--- src/rtl/life_readout.sv ---
// life_readout
//   Takes a snapshot of a life-cell output shift chain and sends it to the host
//   as packed words on a valid/ready stream. One instance serves one chain.
//
//   A readout runs as follows:
//     1. A one-cycle load_out pulse copies every cell's state into its out_data
//        register.
//     2. The block drives shift to walk the chain past its tail, one bit per
//        enabled cycle. The bits are packed LSB-first into WORD_W-bit words.
//     3. Each word is presented on m_valid/m_data/m_last until the host takes it.
//
//   Parameters
//     CHAIN_LEN  number of cells in the chain (>= 2)
//     WORD_W     output word width (1 .. CHAIN_LEN)
//
//   Ports
//     clk         clock; all logic updates on the rising edge
//     reset       synchronous, active-high reset (the cells share it)
//     start       requests one full readout; only sampled in IDLE
//     chain_data  out_data of the tail cell
//     load_out    to all cells: copy state into out_data
//     shift       to all cells: out_data <= previous cell's out_data
//     busy        high from the cycle after start is accepted until done
//     done        one-cycle pulse after the final word has been accepted
//     m_valid     output word valid
//     m_data      output word; the first chain bit is in the LSB
//     m_last      marks the final word of a readout
//     m_ready     the host accepts the word when m_valid && m_ready
//
//   Optional build macro LIFE_READOUT_POPCOUNT_EN
//     Adds the output live_count, which counts the 1-bits sampled in a readout.
//     It is cleared when a readout starts and holds its final value from done
//     until the next readout.
//
//   state    | meaning
//   ---------+---------------------------------------------------------------
//   ST_IDLE  | waiting for start; done pulses here after a readout
//   ST_LOAD  | one cycle with load_out=1 so the cells take their snapshot
//   ST_SHIFT | sample chain_data into the assembly register and advance chain
//   ST_DRAIN | all bits taken; wait for the final word to be accepted
module life_readout #(
  parameter int CHAIN_LEN = 64,
  parameter int WORD_W    = 8
) (
  input  logic              clk,
  input  logic              reset,
  input  logic              start,
  input  logic              chain_data,
  output logic              load_out,
  output logic              shift,
  output logic              busy,
  output logic              done,
  output logic              m_valid,
  output logic [WORD_W-1:0] m_data,
  output logic              m_last,
  input  logic              m_ready
`ifdef LIFE_READOUT_POPCOUNT_EN
  ,
  output logic [$clog2(CHAIN_LEN+1)-1:0] live_count
`endif
);

  localparam int N_WORDS = (CHAIN_LEN + WORD_W - 1) / WORD_W;
  localparam int BIT_W   = $clog2(CHAIN_LEN);
  localparam int POS_W   = (WORD_W > 1) ? $clog2(WORD_W) : 1;
  localparam int WIDX_W  = (N_WORDS > 1) ? $clog2(N_WORDS) : 1;

  localparam logic [BIT_W-1:0]  LAST_BIT  = BIT_W'(CHAIN_LEN - 1);
  localparam logic [POS_W-1:0]  LAST_POS  = POS_W'(WORD_W - 1);
  localparam logic [WIDX_W-1:0] LAST_WORD = WIDX_W'(N_WORDS - 1);

  localparam logic [1:0] ST_IDLE  = 2'd0;
  localparam logic [1:0] ST_LOAD  = 2'd1;
  localparam logic [1:0] ST_SHIFT = 2'd2;
  localparam logic [1:0] ST_DRAIN = 2'd3;

  logic [1:0]        state;
  logic [BIT_W-1:0]  bit_idx;   // position along the chain
  logic [POS_W-1:0]  bit_pos;   // position inside the current word
  logic [WIDX_W-1:0] word_idx;  // index of the word being assembled
  logic [WORD_W-1:0] asm_reg;
  logic [WORD_W-1:0] asm_next;
  logic              last_bit;
  logic              word_done;
  logic              sample_en;

  always_comb begin
    last_bit  = (bit_idx == LAST_BIT);
    word_done = last_bit || (bit_pos == LAST_POS);
    // If the word completing this cycle has nowhere to go (the output register
    // is still full), the whole step stalls. The chain is not shifted either,
    // so the same tail bit is sampled again once the host drains the register.
    sample_en = (state == ST_SHIFT) && !(word_done && m_valid && !m_ready);
    asm_next          = asm_reg;
    asm_next[bit_pos] = chain_data;
  end

  assign load_out = (state == ST_LOAD);
  // The last bit is already at the tail, so no shift is needed after it. That
  // gives CHAIN_LEN-1 shifts per readout.
  assign shift    = sample_en && !last_bit;
  assign busy     = (state != ST_IDLE);

  always_ff @(posedge clk) begin
    if (reset) begin
      state    <= ST_IDLE;
      bit_idx  <= '0;
      bit_pos  <= '0;
      word_idx <= '0;
      asm_reg  <= '0;
      done     <= 1'b0;
      m_valid  <= 1'b0;
      m_data   <= '0;
      m_last   <= 1'b0;
    end else begin
      done <= 1'b0;

      case (state)
        ST_IDLE: begin
          if (start) begin
            state <= ST_LOAD;
          end
        end

        ST_LOAD: begin
          state    <= ST_SHIFT;
          bit_idx  <= '0;
          bit_pos  <= '0;
          word_idx <= '0;
          asm_reg  <= '0;
        end

        ST_SHIFT: begin
          if (sample_en) begin
            if (word_done) begin
              asm_reg  <= '0;
              bit_pos  <= '0;
              word_idx <= word_idx + 1'b1;
            end else begin
              asm_reg <= asm_next;
              bit_pos <= bit_pos + 1'b1;
            end

            if (last_bit) begin
              state    <= ST_DRAIN;
              bit_idx  <= '0;
              word_idx <= '0;
            end else begin
              bit_idx <= bit_idx + 1'b1;
            end
          end
        end

        ST_DRAIN: begin
          // Only the final word can still be held here. Earlier words had to
          // be accepted before the final word could be loaded.
          if (m_valid && m_ready) begin
            state <= ST_IDLE;
            done  <= 1'b1;
          end
        end

        default: state <= ST_IDLE;
      endcase

      // A word is loaded on the same edge that samples its closing bit. The
      // stall condition above ensures this never overwrites a word that has
      // not been accepted.
      if (sample_en && word_done) begin
        m_data  <= asm_next;
        m_valid <= 1'b1;
        m_last  <= (word_idx == LAST_WORD);
      end else if (m_valid && m_ready) begin
        m_valid <= 1'b0;
        m_last  <= 1'b0;
      end
    end
  end

`ifdef LIFE_READOUT_POPCOUNT_EN
  // Cleared when start is accepted, so the count already reads 0 during LOAD.
  always_ff @(posedge clk) begin
    if (reset) begin
      live_count <= '0;
    end else if (state == ST_IDLE && start) begin
      live_count <= '0;
    end else if (sample_en && chain_data) begin
      live_count <= live_count + 1'b1;
    end
  end
`endif

endmodule

--- config.mk ---
export PLATFORM = sky130hd
export DESIGN_NAME = life_readout
export DESIGN_NICKNAME = d
export VERILOG_FILES = /design/src/rtl/life_readout.sv
export SDC_FILE = /design/constraint.sdc
export NUM_CORES = 1
export LEC_CHECK = 0
export ABC_CLOCK_PERIOD_IN_PS = 6400
export CAP_MARGIN = 20
export CORE_UTILIZATION = 50
export CTS_CLUSTER_SIZE = 20
export DETAILED_ROUTE_END_ITERATION = 8
export PLACE_DENSITY_LB_ADDON = 0.08
export SKIP_LAST_GASP = 1
export SYNTH_ARGS = -nofsm -noshare
export SYNTH_HDL_FRONTEND = slang
export SYNTH_SLANG_ARGS = --single-unit
--- constraint.sdc ---
create_clock -name clk -period 6.4 [get_ports clk]
set_clock_uncertainty 0.15 [all_clocks]
set_input_delay 1.28 -clock clk [delete_from_list [all_inputs] [get_ports clk]]
set_output_delay 1.28 -clock clk [all_outputs]
set_load 0.02 [all_outputs]
==> impl_metrics.toml, run 1 <==
[status]
status = "completed"

[floorplanning]
die-area_um2 = 3610
initial_core_util = 0.540
std_cell_rows = 20
coreArea_um2 = 3130
die_w_um = 60.1
ioPinCount = 19
die_h_um = 60.1

[detailed_routing]
dr.pass1.iters = 4
route.detailed.drc = 0
antenna_left = 0
wl_per_cell_um = 15.0
viasPerCell = 5.85
finalWirelength_um = 3730
num_vias = 1452
drtIter0Drc = 78

[worst_setup_path]
end_kind = "output pin"
crit_chain = "clkdlybuf4s50_1 > and3b_1 > nor2_1 > clkdlybuf4s50_1"
arrival_ns = 2.73
cp_slowest_cell = "clkdlybuf4s50_1"
cp.required_ns = 4.97
worstSetupPathType = "input port to output pin"
max_stage_delay_ns = 0.61
cp-start-kind = "input port"
crit_top_cell = "clkdlybuf4s50_1"
critical-path-top-delay-family = "buffers and inverters"
cp_max_fo = 4
critPathBufInv = 2

[timing]
grt_setup_unrepaired = "false"
maxSlewViolCount = 0
tns_ns = 0
finalSetupViolCount = 0
post-route-worst-setup-slack_ns = 2.24
hold_viol = 0
fmax_mhz = 241
period_share = 0.649
relSlewSlack = 0.525
worst_pin_slew_ns = 0.712
fin_crit_ns = 4.16

[synth]
yosys-top-cells-count = "dfxtp_1 (33), a21oi_1 (18), nor3_1 (18), nor2_1 (15), clkbuf_1 (12)"
synthFlopType = "dfxtp_1"
synth_warnings = 0
synth-seq-cells = 33
synth_top_area_cell = "dfxtp_1"
synth_area_per_cell_um2 = 8.84
syn_inst = 191
async_flop_share = 0
netlist_area_um2 = 1690
ys_types = 34
yosysMostFrequentCell = "dfxtp_1"
seq_area_frac_synth = 0.391
synth_top_area_frac = 0.391
synth_edf_count = 0
synth_area_leaders = "dfxtp_1 (39%), ha_1 (7.4%), mux2_2 (6.0%), a21oi_1 (5.3%), nor3_1 (5.3%)"
syn-num-nets = 206

[clock_network]
clk_path_buf_depth = 2
cts_root_buffer = "clkbuf_4"
cts_setup_buffers = 0
cts_tree = "built"
clk_pin_slew_ns = 0.10
clock_latency_ns = 0.34
post_cts_resized = 0
cts-hold-fix-buffers = 0
cts_buffers = 5
htreeDepth = 2
clock-sinks = 33

[pwr]
powerDensity_nw_per_um2 = 292
ir_drop_uv = 152
leakagePower_nw = 0.709
p_total_mw = 0.565

[global_route]
grt_pass1_vias = 1307
grt-ovfl-total = 0
antenna_found_initial = 0
grt_max_degree = 31
grt_util_all_layers = 0.227
grt_pass1_wl_um = 6040

[placement]
hpwl_um = 2520
place_congestion = 0.799
port_buffers = 18
place_ws_ns = 2.25
dp.cells = 240

[layout]
antenna_cells = 0
final_nets = 218
syn2layout_area_growth_pct = 14.5
layout.cells.non_filler = 248
utilization = 0.618
drive_above_1_share = 0.0833

[hold_path]
min_path_type = "flip-flop to flip-flop"

[flow_run]
drv_cap = 0
worst register-to-register path, delay by kind of cell, from the launching register on:
kind	cells	cell delay, ns
adders and majority gates	2	0.48
AOI/OAI and AO/OA	2	0.72
and+or+nand+nor	2	0.76
DFF	1	0.43
stage by stage:
stage / hold slack, ns / cell area, µm²
floorplan: 0.306 / 1690
global placement: 0.317 / 1850
detailed placement: 0.330 / 1890
CTS: 0.344 / 1930
global route: 0.374 / 1930
finish: 0.344 / 1930
cells in the final DEF, fill, tap and decap left out, drive strengths merged:
cell type       n
a311oi          1
a2bb2oi         1
or4             1
a211oi          2
nand3b          5
buf             2
a31oi           1
inv             5
and3b           1
ha             10
a311o           1
and4            1
nand2           4
or3             1
mux2            9
mux2i           2
a21oi          18
clkdlybuf4s50  18
o211ai          3
a21o            2
and2b           1
clkbuf          8
nand2b          4
nand4           1
nor2           15
nor2b           4
nand3          10
o21ai           4
nor3b           5
nor3           18
a31o            1
a32oi          10
a221oi          2
dfxtp          33
final timing paths:
check	slack, ns	cells past startpoint	end	from
setup / recovery	2.24	4	shift	m_ready
hold / removal	0.34	2	bit_idx[1]	bit_idx[1]
setup reg to reg	3.80	6	bit_idx[5]	bit_pos[0]
hold reg to reg	0.34	2	bit_idx[1]	bit_idx[1]
cell type report:
type	count	area, µm²
timing repair buffer	20	213
fill	281	1190
inverter	5	18.8
sequential	33	661
multi-input combinational	138	938
tap	44	55.1
clock buffer	8	48.8
metal layers:
layer	share of wire	up-vias	GRT usage
met4	0.0099	0	0.0598
met1	0.47	692	0.284
li1	-	729	-
met5	0	-	0
met3	0.035	6	0.0649
met2	0.49	25	0.378
report_power, final:
group	switching, mW	leakage [nW]	internal, mW
clock network	0.0714	0.0265	0.0438
logic	0.140	0.417	0.0753
registers	0.0156	0.266	0.218
total	0.228	0.709	0.338
cells by family after synthesis:
logic type      count (synthesis)  share of synthesized area
compound gates                 46                      0.184
fa+ha+maj                      10                     0.0741
mux                            11                     0.0719
simple gates                   71                      0.226
buf+inv                        20                     0.0533
flops                          33                      0.391
(Power assumes the default switching activity.)
==> inputs of run 2 (changes only) <==
--- a/config.mk
+++ b/config.mk
@@ -5,7 +5,7 @@
 export SDC_FILE = /design/constraint.sdc
 export NUM_CORES = 1
 export LEC_CHECK = 0
-export ABC_CLOCK_PERIOD_IN_PS = 6400
+export ABC_CLOCK_PERIOD_IN_PS = 3800
 export CAP_MARGIN = 20
 export CORE_UTILIZATION = 50
 export CTS_CLUSTER_SIZE = 20
==> constraint.sdc (replaced) <==
create_clock -name clk -period 3.8 [get_ports clk]
set_clock_uncertainty 0.15 [all_clocks]
set_input_delay 0.76 -clock clk [delete_from_list [all_inputs] [get_ports clk]]
set_output_delay 0.76 -clock clk [all_outputs]
set_load 0.02 [all_outputs]
==> impl_metrics.toml, run 2 (synthesized netlist as in run 1, its figures left out) <==
[status]
status = "completed"

[layout]
most-common-layout-cells = "dfxtp_1 (33), a21oi_1 (18), nor3_1 (18), clkdlybuf4s50_1 (18), nor2_1 (15)"
multi_input_area_um2 = 938
final_common_cell = "dfxtp_1"
n_fill_cell = 288
antenna_cells = 0
fin_area_um2 = 1920
final_nets = 218
drive_above_1_share = 0.0887
syn2layout_area_growth_pct = 13.9
seq_area_um2 = 661

[timing]
worst_pin_slew_ns = 0.727
tns_ns = 0
fmax_mhz = 314
period_share = 0.838
finalSetupViolCount = 0
maxSlewViolCount = 0
fin_crit_ns = 3.18
hold_viol = 0
grt_setup_unrepaired = "false"
relSlewSlack = 0.515

[pwr]
powerDensity_nw_per_um2 = 499
ir_drop_uv = 215
leakagePower_nw = 0.706
p_total_mw = 0.961

[floorplanning]
ioPinCount = 19
die_h_um = 60.1
coreArea_um2 = 3130
std_cell_rows = 20
initial_core_util = 0.540
die-area_um2 = 3610
die_w_um = 60.1

[detailed_routing]
num_vias = 1437
antenna_left = 0
route.detailed.drc = 0
dr.pass1.iters = 4
wl_per_cell_um = 14.8
viasPerCell = 5.82
finalWirelength_um = 3660
drtIter0Drc = 53

[global_route]
grt-ovfl-total = 0
grt_max_degree = 22
grt_pass1_wl_um = 5780
antenna_found_initial = 0
grt_pass1_vias = 1297
grt_util_all_layers = 0.217

[worst_setup_path]
cp_max_fo = 7
cp.required_ns = 2.89
crit_chain = "inv_1 > ha_1 > inv_1 > a21o_1 > nor2_1 > clkdlybuf4s50_1"
critPathBufInv = 3
rr_worst_depth = 6
r2r_slack_ns = 1.19
crit_start = "state[0]"
arrival_ns = 2.27
cp-start-kind = "flip-flop"
r2r_start = "bit_pos[0]"
crit_cells = 6
critical-path-top-delay-family = "buffers and inverters"
crit_end = "shift"
crit_top_cell = "inv_1"
worstSetupPathType = "flip-flop to output pin"
cp_slowest_cell = "clkdlybuf4s50_1"
reg2reg_to = "bit_idx[5]"
max_stage_delay_ns = 0.61
end_kind = "output pin"

[clock_network]
htreeDepth = 2
clk_pin_slew_ns = 0.10
cts_tree = "built"
clk_path_buf_depth = 2
cts-hold-fix-buffers = 0
post_cts_resized = 0
clock-sinks = 33
cts_buffers = 5
cts_setup_buffers = 0
clock_latency_ns = 0.34
cts_root_buffer = "clkbuf_4"

[flow_run]
drv_cap = 0

[placement]
hpwl_um = 2510
place_area_um2 = 1870
place_congestion = 0.796
port_buffers = 18

[hold_path]
min_path_type = "flip-flop to flip-flop"
[run 2: changes by cell type in the layout (fill, tap and decap cells not counted), sizes merged]
cell / previous run / this run
clkbuf: 8 / 7
[run 2: area by class of cell]
class | count | area share
Clock buffer | 7 | 0.0286
Inverter | 5 | 0.00976
Timing Repair Buffer | 20 | 0.101
Multi-Input combinational cell | 138 | 0.488
Sequential cell | 33 | 0.344
Tap cell | 44 | 0.0286
[run 2: how the worst min path moves through the flow]
stage	depth (start not counted)	to	slack [ns]	from
3_3_place_gp	2	word_idx[1]	0.32	word_idx[1]
4_1_cts	2	word_idx[1]	0.35	word_idx[1]
6_report	2	word_idx[1]	0.35	word_idx[1]
3_5_place_dp	2	word_idx[1]	0.33	word_idx[1]
5_1_grt	2	bit_idx[1]	0.38	bit_idx[1]
2_1_floorplan	2	word_idx[1]	0.31	word_idx[1]
[run 2: through the flow]
stage | utilization | hold slack [ns] | cells | worst slack (ns)
after global placement | 0.597 | 0.316 | 240 | 0.677
after detailed placement | 0.597 | 0.332 | 240 | 0.683
after global routing | 0.615 | 0.385 | 247 | 0.505
final | 0.615 | 0.345 | 247 | 0.617
after CTS | 0.615 | 0.348 | 247 | 0.592
after floorplan | - | 0.306 | 191 | 1.52
[run 2: power breakdown]
part | total [mW] | switching (mW) | leakage [nW] | internal (mW)
sequential | 0.395 | 0.0269 | 0.266 | 0.368
combinational | 0.364 | 0.236 | 0.409 | 0.128
clock | 0.202 | 0.115 | 0.0314 | 0.0873
total | 0.961 | 0.378 | 0.706 | 0.583
[run 2: routing by layer]
metal,vias up,GRT usage,wire [µm]
met1,672,0.260,1670
met2,26,0.369,1800
met5,-,0,0
met4,0,0.0797,55
li1,733,-,-
met3,6,0.0584,131
[run 2: worst min-delay path, stage by stage, from the launching register on]
cell and delay (ns):
dfxtp_1 0.33, nand2b_1 0.07, mux2i_1 0.06
==> inputs of run 3 (changes only) <==
--- a/config.mk
+++ b/config.mk
@@ -5,7 +5,7 @@
 export SDC_FILE = /design/constraint.sdc
 export NUM_CORES = 1
 export LEC_CHECK = 0
-export ABC_CLOCK_PERIOD_IN_PS = 3800
+export ABC_CLOCK_PERIOD_IN_PS = 2800
 export CAP_MARGIN = 20
 export CORE_UTILIZATION = 50
 export CTS_CLUSTER_SIZE = 20
==> constraint.sdc (replaced) <==
create_clock -name clk -period 2.8 [get_ports clk]
set_clock_uncertainty 0.15 [all_clocks]
set_input_delay 0.56 -clock clk [delete_from_list [all_inputs] [get_ports clk]]
set_output_delay 0.56 -clock clk [all_outputs]
set_load 0.02 [all_outputs]
==> impl_metrics.toml, run 3 (synthesized netlist as in run 1, its figures left out) <==
[clock_network]
cts_buffers = 5
clock_latency_ns = 0.33
clock-sinks = 33
cts_root_buffer = "clkbuf_4"
cts_setup_buffers = 0
clk_pin_slew_ns = 0.10
cts_tree = "built"
clk_path_buf_depth = 2
htreeDepth = 2

[floorplanning]
initial_core_util = 0.540
die-area_um2 = 3610
die_h_um = 60.1
std_cell_rows = 20
coreArea_um2 = 3130
die_w_um = 60.1
ioPinCount = 19

[pwr]
p_int_mw = 0.810
ir_drop_uv = 319
pwr-share-comb = 0.389
seqPwrFrac = 0.404
clkPwrFrac = 0.206
switching_power_mw = 0.512
sw_frac_of_total = 0.387
leakagePower_nw = 0.735
powerDensity_nw_per_um2 = 674

[timing]
relSlewSlack = 0.560
tns_ns = 0
maxSlewViolCount = 0
grt_setup_unrepaired = "false"
hold_viol = 0
worst_pin_slew_ns = 0.661
fmax_mhz = 378
period_share = 0.946
finalSetupViolCount = 0
whs_ns = 0.344
fin_crit_ns = 2.65

[detailed_routing]
finalWirelength_um = 3620
route.detailed.drc = 0
antenna_left = 0
dr.pass1.iters = 4
num_vias = 1470
wl_per_cell_um = 14.4
drtIter0Drc = 54
viasPerCell = 5.83

[layout]
final_nets = 223
final_common_cell = "dfxtp_1"
antenna_cells = 0
fin_area_um2 = 1960
most-common-layout-cells = "dfxtp_1 (33), a21oi_1 (18), nor3_1 (18)"
drive_above_1_share = 0.111
syn2layout_area_growth_pct = 16.0
layout.cells.non_filler = 252

[worst_setup_path]
crit_chain = "ha_1 > and4_1 > a21o_1 > nor2_1 > dlygate4sd2_1"
rr_worst_depth = 7
max_stage_delay_ns = 0.35
worstSetupPathType = "flip-flop to output pin"
cp_slowest_cell = "dfxtp_1"
critPathBufInv = 1
cp-start-kind = "flip-flop"
crit_cells = 5
critical-path-top-delay-family = "simple AND/OR/NAND/NOR gates"
cp.required_ns = 2.09
end_kind = "output pin"
arrival_ns = 1.94
cp_max_fo = 7

[placement]
place_area_um2 = 1910
place_congestion = 0.831
hpwl_um = 2560
port_buffers = 18
dp.cells = 245

[status]
status = "completed"

[global_route]
grt_pass1_wl_um = 6130
grt-ovfl-total = 0
grt_max_degree = 19
antenna_found_initial = 0
grt_pass1_vias = 1387
grt_util_all_layers = 0.231

[hold_path]
hold_depth = 2
min_path_type = "flip-flop to flip-flop"

[flow_run]
drv_cap = 0
## run 3: cell count changes in the layout (fill, tap and decap cells not counted)
cell	delta
dlygate4sd2_1	+1
buf_4	+5
clkdlybuf4s50_1	-1
## run 3: repair_timing
item,in CTS,in global routing
hold buffers,0,0
gates resized for setup,1,0
setup endpoints to repair,1,0
## run 3: cell type report
cell class,instances,area (µm²)
Fill cell,276,1170
Tap cell,44,55.1
Multi-Input combinational cell,138,938
Clock buffer,7,55.1
Timing Repair Buffer,25,231
Sequential cell,33,661
Inverter,5,18.8
## run 3: path summary, 6_finish.rpt
path / from / end / slack [ns]
worst max-delay path: bit_idx[0] / shift / 0.15
worst min register to register: bit_idx[1] / bit_idx[1] / 0.34
worst max register to register: bit_pos[0] / bit_idx[5] / 0.37
worst min-delay path: bit_idx[1] / bit_idx[1] / 0.34
## run 3: power by group through the flow
| stage | clock network [mW] | logic [mW] | registers, mW |
|---|---|---|---|
| 3_3_place_gp | 0 | 0.509 | 0.541 |
| 4_1_cts | 0.281 | 0.511 | 0.533 |
| 2_1_floorplan | 0 | 0.377 | 0.527 |
| 3_5_place_dp | 0 | 0.511 | 0.545 |
| 6_report | 0.273 | 0.514 | 0.534 |
| 5_1_grt | 0.306 | 0.565 | 0.541 |
## run 3: worst register-to-register path, delay by kind of cell, from the launching register on
| family | cells | cell delay [ns] |
|---|---|---|
| DFF | 1 | 0.42 |
| and+or+nand+nor | 2 | 0.67 |
| adders and majority gates | 2 | 0.49 |
| AOI/OAI and AO/OA | 2 | 0.50 |
| buffers and inverters | 1 | 0.14 |
## run 3: stage by stage
stage / util / worst slack [ns] / power, mW
after floorplan: - / 0.649 / 0.904
after global placement: 0.609 / 0.0981 / 1.05
after detailed placement: 0.609 / 0.142 / 1.06
after CTS: 0.626 / 0.156 / 1.32
after global routing: 0.626 / 0.0222 / 1.41
final: 0.626 / 0.151 / 1.32
## run 3: routing by layer
layer  track usage  vias to the layer above  part of all wire
met3        0.0649                       11             0.046
li1              -                      736                 -
met4         0.106                        0             0.029
met2         0.372                       34              0.47
met5             0                        -                 0
met1         0.283                      689              0.46
